===== src/rtl/dmem_arb_pkg.sv =====
// Shared types and constants for the data-memory arbiter.
package dmem_arb_pkg;

  localparam int unsigned WORD_BYTES = 4;
  localparam int unsigned DMEM_DEPTH = 51;

  typedef enum logic [0:0] {
    ST_IDLE  = 1'b0,
    ST_BURST = 1'b1
  } arb_state_e;

endpackage


===== src/rtl/dmem_arb_starve_guard.sv =====
// Host starvation guard: counts consecutive burst cycles in which the CPU
// blocked the host and raises force_slot once MAX_WAIT is reached.
module dmem_arb_starve_guard #(
  parameter int unsigned MAX_WAIT = 4
) (
  input  logic clk,
  input  logic rst_n,
  input  logic busy,
  input  logic cpu_req,
  input  logic host_slot,
  output logic force_slot
);

  localparam int unsigned CW = $clog2(MAX_WAIT + 1);

  logic [CW-1:0] cnt;

  assign force_slot = busy && (cnt == CW'(MAX_WAIT));

  // Blocked-cycle counter; any host slot or leaving the burst clears it.
  always_ff @(posedge clk or negedge rst_n) begin
    if (!rst_n) begin
      cnt <= '0;
    end else if (!busy || host_slot) begin
      cnt <= '0;
    end else if (cpu_req) begin
      cnt <= cnt + 1'b1;
    end
  end

endmodule


===== src/rtl/dmem_arbiter.sv =====
// Data-memory arbiter between the CPU MEM stage and a burst-capable host.
// CPU has combinational priority; host bursts use free cycles.
// Optional macro DMEM_ARB_FAIRNESS_EN: forced host slot after MAX_WAIT
// blocked cycles (CPU stalled for that cycle).
module dmem_arbiter
  import dmem_arb_pkg::*;
#(
  parameter int unsigned DEPTH    = DMEM_DEPTH,
  parameter int unsigned LEN_W    = 8,
  parameter int unsigned MAX_WAIT = 4
) (
  input  logic             clk,
  input  logic             rst_n,
  input  logic             CpuReq,
  input  logic             CpuWe,
  input  logic [31:0]      CpuAddr,
  input  logic [31:0]      CpuWData,
  output logic [31:0]      CpuRData,
  output logic             CpuStall,
  input  logic             HostReq,
  input  logic             HostWe,
  input  logic [31:0]      HostAddr,
  input  logic [LEN_W-1:0] HostLen,
  input  logic [31:0]      HostWData,
  output logic             HostWReady,
  output logic [31:0]      HostRData,
  output logic             HostRValid,
  output logic             HostBusy,
  output logic             HostDone,
  output logic             HostErr,
  output logic             MemWe,
  output logic [31:0]      MemAddr,
  output logic [31:0]      MemWData,
  input  logic [31:0]      MemRData
);

  arb_state_e       state;
  logic [31:0]      base;
  logic [LEN_W-1:0] len;
  logic [LEN_W-1:0] beat;
  logic             dir;

  logic             force_slot;
  logic             host_slot;
  logic             host_oor;
  logic             last_beat;
  logic [31:0]      host_addr;

  assign host_addr = base + (32'(beat) * 32'(WORD_BYTES));
  assign host_oor  = ({20'd0, host_addr[13:2]} >= 32'(DEPTH));
  assign host_slot = (state == ST_BURST) && (!CpuReq || force_slot);
  assign last_beat = (beat == (len - 1'b1));
  assign CpuRData  = MemRData;

`ifdef DMEM_ARB_FAIRNESS_EN
  dmem_arb_starve_guard #(
    .MAX_WAIT (MAX_WAIT)
  ) u_starve_guard (
    .clk        (clk),
    .rst_n      (rst_n),
    .busy       (state == ST_BURST),
    .cpu_req    (CpuReq),
    .host_slot  (host_slot),
    .force_slot (force_slot)
  );
  assign CpuStall = force_slot && CpuReq;
`else
  logic unused_max_wait;
  assign unused_max_wait = |MAX_WAIT;
  assign force_slot      = 1'b0;
  assign CpuStall        = 1'b0;
`endif

  // Memory port mux: host slot overrides CPU; out-of-range host beats issue
  // no access. MemWe is gated by rst_n so nothing is written while in reset.
  always_comb begin
    MemAddr    = CpuAddr;
    MemWData   = CpuWData;
    MemWe      = CpuReq && CpuWe && !force_slot;
    HostWReady = 1'b0;
    if (host_slot) begin
      MemAddr    = host_addr;
      MemWData   = HostWData;
      MemWe      = dir && !host_oor;
      HostWReady = dir && !host_oor;
    end
    if (!rst_n) begin
      MemWe      = 1'b0;
      HostWReady = 1'b0;
    end
  end

  // Burst sequencer: latches the request in IDLE, advances one beat per host slot.
  always_ff @(posedge clk or negedge rst_n) begin
    if (!rst_n) begin
      state      <= ST_IDLE;
      base       <= '0;
      len        <= '0;
      dir        <= 1'b0;
      beat       <= '0;
      HostRData  <= '0;
      HostRValid <= 1'b0;
      HostDone   <= 1'b0;
      HostErr    <= 1'b0;
      HostBusy   <= 1'b0;
    end else begin
      HostRValid <= 1'b0;
      HostDone   <= 1'b0;
      HostErr    <= 1'b0;
      case (state)
        ST_IDLE: begin
          if (HostReq) begin
            base <= HostAddr;
            len  <= HostLen;
            dir  <= HostWe;
            beat <= '0;
            if (HostLen == '0) begin
              HostDone <= 1'b1;
            end else begin
              state    <= ST_BURST;
              HostBusy <= 1'b1;
            end
          end
        end
        ST_BURST: begin
          if (host_slot) begin
            if (host_oor) begin
              HostDone <= 1'b1;
              HostErr  <= 1'b1;
              HostBusy <= 1'b0;
              state    <= ST_IDLE;
            end else begin
              if (!dir) begin
                HostRData  <= MemRData;
                HostRValid <= 1'b1;
              end
              beat <= beat + 1'b1;
              if (last_beat) begin
                HostDone <= 1'b1;
                HostBusy <= 1'b0;
                state    <= ST_IDLE;
              end
            end
          end
        end
        default: state <= ST_IDLE;
      endcase
    end
  end

endmodule

===== config.mk =====
export PLATFORM = sky130hd
export DESIGN_NAME = dmem_arbiter
export DESIGN_NICKNAME = d
export VERILOG_FILES = /design/src/rtl/dmem_arb_pkg.sv /design/src/rtl/dmem_arb_starve_guard.sv /design/src/rtl/dmem_arbiter.sv
export SDC_FILE = /design/constraint.sdc
export NUM_CORES = 1
export LEC_CHECK = 0
export ABC_AREA = 1
export BUFFER_PORTS_ARGS = -buffer_cell sky130_fd_sc_hd__buf_4
export CORE_AREA = 2 2 120 122
export DETAILED_ROUTE_END_ITERATION = 8
export DIE_AREA = 0 0 122 124
export PLACE_DENSITY = 0.8
export SLEW_MARGIN = 0
export SYNTH_ARGS = -nofsm -noshare
export SYNTH_HDL_FRONTEND = slang
export SYNTH_SLANG_ARGS = --single-unit

===== constraint.sdc =====
create_clock -name clk -period 6.6 [get_ports clk]
set_input_delay 0.66 -clock clk [delete_from_list [all_inputs] [get_ports clk]]
set_output_delay 0.66 -clock clk [all_outputs]
set_load 0.01 [all_outputs]

==> summary by stage <==
Timing
Setup repair after global routing left no endpoint under its margin. Setup violations remaining at the end of the flow were counted as 0. For the final database, setup skew stands at 10.7 ps. Derived from the worst setup path, the maximum achievable clock frequency is 260 MHz. The smallest hold slack is 309 ps. The post-route fraction of the period consumed by the critical path is 58.4%. The number of hold-slack violations in the final timing report is 0. The slew of the pin with the lowest slew margin is 772 ps. Subtracting the final worst setup slack from the clock period gives 3850 ps. For the final routed database, the setup TNS stands at 0 ps. The count of pins over their slew limit is 0. Measured against its own limit, the worst slew margin works out to 48.6%.

Global routing
The number of antenna violations at the first check in global routing is 1. The first-pass GRT wire length is 28.9 mm. The number of global-route vias before repair is 5776. Global routing finished with a remaining overflow of 0.

The largest net degree at the start of global routing is 70. The overall track demand over capacity in global routing is 24.6%.

Clocking
The clock drives 86 sinks. The root buffer cell chosen for the clock tree is clkbuf_16. The number of post-CTS setup repair buffers is 0. After clock tree synthesis, the clock-pin slew on the worst setup and hold paths is 70 ps. The number of buffers on the longest clock path is 2. The clock latency on the worst-skew pair is 340 ps.

The clock tree from TritonCTS is done. The count of H-tree levels built during CTS is 3. The total clock buffers created by CTS is 9.

The total of cells resized after clock tree synthesis is 0. Hold repair after CTS inserted 0 buffers.

Logic synthesis
The Yosys step of the flow raised 0 warnings. The synthesized netlist occupies a cell area of 5680 um2. The number of synthesized register bits is 86. The mean cell area of the mapped netlist is 7.01 um2. Summing the sequential cell areas from Yosys gives 37.9% of the chip area. Counting every instance in the synthesized netlist gives 810. The number of different library cells used by synthesis comes to 34.

The synthesized design spends more area on one cell type than any other, namely dfrtp_1. The total nets after synthesis is 995. By area the synthesized netlist is led by dfrtp_1 38%, nand2_1 23%, mux2_2 5.4%. The portion of synthesized cell area occupied by the leading cell type is 37.9%.

Pwr
The clock share of power is 20.9%. The share of power burned in combinational logic is 46.8%. The internal portion of total power is 1.59 mW. The largest voltage drop on the vdd net is 0.000129 V. Net switching is 39.5% of the power.

Power comes to 2.63 mW. Power spread over the standard cell area amounts to 321 nW/um2. Per report_power, the sequential group accounts for 32.3% of the total. The leakage power figure is 4.62 nW.

In this run the power spent charging and discharging nets is 1.04 mW.

Setup path
The destination of the critical timing path is MemWe. In this run the worst setup path begins at beat[0]$_DFFE_PN0P_. Traced cell by cell, the critical path runs through ha_1 > inv_1 > fa_1 > inv_1 > nand2_1 > nand2_1 > nand3_1 > nand2_2 > nand2_1 > nand2_1 > nand3_1 > nor2_2 > nand3_1 > o21ai_1 > buf_4. At the worst endpoint, the required time is 5940 ps. The worst setup path is launched from a flip-flop.

The cell at the slowest stage of the critical path is dfrtp_1. Of all nets on the critical path, the largest fanout is 12. The reg2reg setup slack is 3080 ps. The setup path with the least slack is of type flip-flop to output pin. The element type at the critical path end is an output pin. Counting stages on the worst path, the most repeated cell is nand2_1. The worst register-to-register path ends at HostRData[8]$_DFFE_PN0P_. The worst reg-to-reg path cell count is 16. In this run the critical register-to-register path is launched from beat[0]$_DFFE_PN0P_. The delay of the slowest cell on the worst path is 440 ps. STA puts the critical path data arrival time at 3190 ps.

Routing
The routed wire length is 19.1 mm. The detailed router finished its first iteration with 276 violations. In the final routed layout, each cell accounts on average for 15.2 um.

In the routed design, unresolved DRC markers number 0. The first TritonRoute pass finished after 4 iterations. The count of nets left with antenna violations once routing finished came out at 0. The post-detailed-route via-to-cell ratio is 4.84. The total via count after detailed routing is 6076.

Final layout
In the final design database the tool counted 1256 nets. The area added between synthesis and finish is 44.2%. The fraction of final layout cells with drive strength greater than 1 is 34.0%.

Placement
The HPWL after detailed placement is 15.0 mm. The routability congestion estimate from global placement is 0.942. The number of buffers inserted by port buffering is 307.

Die
The total die area is 15100 um2. The starting utilization of the core area is 41.4%. The floorplan has 43 rows. The floorplan step set the die width to 122 um.

The area of the core is 13700 um2. The overall die height is 124 um. In this run the count of I/O pins placed on the die edge is 309.

Hold path
The classification of the worst-slack hold path is input port to asynchronous set/reset pin.

Job
The max-capacitance violation count is 0.

Run status
The run finished with clean final reports.
## cell usage after synthesis
library cell	n
buf_6	3
clkbuf_1	18
mux2_2	27
inv_2	3
buf_4	33
or2_1	1
nor2_1	60
conb_1	1
nor4_1	3
buf_1	1
o21a_1	1
inv_1	51
nand2_1	355
xor2_1	15
dfrtp_1	86
nand2_2	1
xnor2_1	11
nand3b_1	2
o21ai_0	13
nor3_1	14
ha_1	10
clkinv_2	1
nand3_1	43
o21ai_1	1
or2_2	1
a21oi_1	20
nand4_1	10
a31oi_1	12
nor2_2	2
o211ai_1	1
buf_2	6
nand3_2	2
nor3b_1	1
fa_1	1
## metrics by stage
| stage | instances | util [%] | worst slack, ps | instance area, um2 |
|---|---|---|---|---|
| final | 1256 | 59.7 | 2750 | 8190 |
| after global routing | 1256 | 59.7 | 2380 | 8190 |
| after CTS | 1255 | 59.7 | 2730 | 8190 |
| after detailed placement | 1240 | 57.4 | 3070 | 7870 |
| after global placement | 1240 | 57.4 | 3210 | 7870 |
| after floorplan | 810 | - | 3640 | 5680 |
## sequential cells by signal, indices dropped and copies added, names as in the netlist, 8 cells and up
signal	count
HostRData	32
base	32
beat	8
len	8
## worst max-delay path, delay by kind of cell, from the launching register on
kind	cells	cell delay [ps]
compound gates	1	260
fa+ha+maj	2	650
buf+inv	3	330
flops	1	440
simple gates	9	1180
## cells in the final DEF (no fill, tap or decap), types with 2 or more instances in the layout
cell,instances
dfrtp_1,86
nor2_1,59
mux2_2,27
clkinv_2,2
buf_4,311
nand3_1,43
nor2_2,2
nand3b_1,2
nor4_1,3
inv_1,51
nor3_1,14
nand2_2,2
xor2_1,15
nand4_1,10
bufinv_16,2
inv_2,3
clkbuf_16,9
xnor2_1,11
ha_1,10
a31oi_1,12
a21oi_1,20
nand3_2,2
nand2_1,354
o21ai_0,13
## routing by layer
| layer | GRT usage (%) | wire length (um) |
|---|---|---|
| met5 | 0 | 0 |
| met4 | 7.69 | 242 |
| met3 | 6.87 | 1730 |
| met2 | 45.4 | 9890 |
| met1 | 27.6 | 7290 |
## layout make-up
class                   instances  area, um2
clock inverters                 5       82.6
well taps                     180        225
flip-flops and latches         86       2150
multi-input cells             608       2950
diodes                          1       2.50
fillers                      1292       5530
clock buffers                  10        239
inverters                      55        208
repair buffers                311       2330
## cell families (layout without fill, tap and decap cells)
group                      Yosys count  in the layout  synth area share, %
and+or+nand+nor                    495            495                 35.2
buffers and inverters              116            381                 10.4
DFF                                 86             86                 37.9
AOI/OAI and AO/OA                   48             48                 4.58
muxes                               27             27                 5.35
xor gates and xnor gates            26             26                 4.01
adders and majority gates           11             11                 2.55
other                                1              2               0.0660
## power groups by stage
stage               Sequential (mW)  Clock (mW)  Combinational [mW]
finish                        0.848       0.550                1.23
global route                  0.875       0.587                1.36
CTS                           0.847       0.561                1.24
detailed placement            0.853           0                1.24
global placement              0.847           0                1.22
floorplan                     0.827           0               0.728
## worst min-delay path by stage
stage | from | end | slack (ps) | depth (start not counted)
CTS | rst_n | HostRData[9]$_DFFE_PN0P_ | 330 | 1
finish | rst_n | base[1]$_DFFE_PN0P_ | 310 | 1
detailed placement | HostRData[5]$_DFFE_PN0P_ | HostRData[5]$_DFFE_PN0P_ | 470 | 2
floorplan | rst_n | HostBusy$_DFFE_PN0P_ | 360 | 0
global placement | HostRData[21]$_DFFE_PN0P_ | HostRData[21]$_DFFE_PN0P_ | 470 | 2
global route | rst_n | base[1]$_DFFE_PN0P_ | 340 | 1
(Power assumes the default switching activity.)
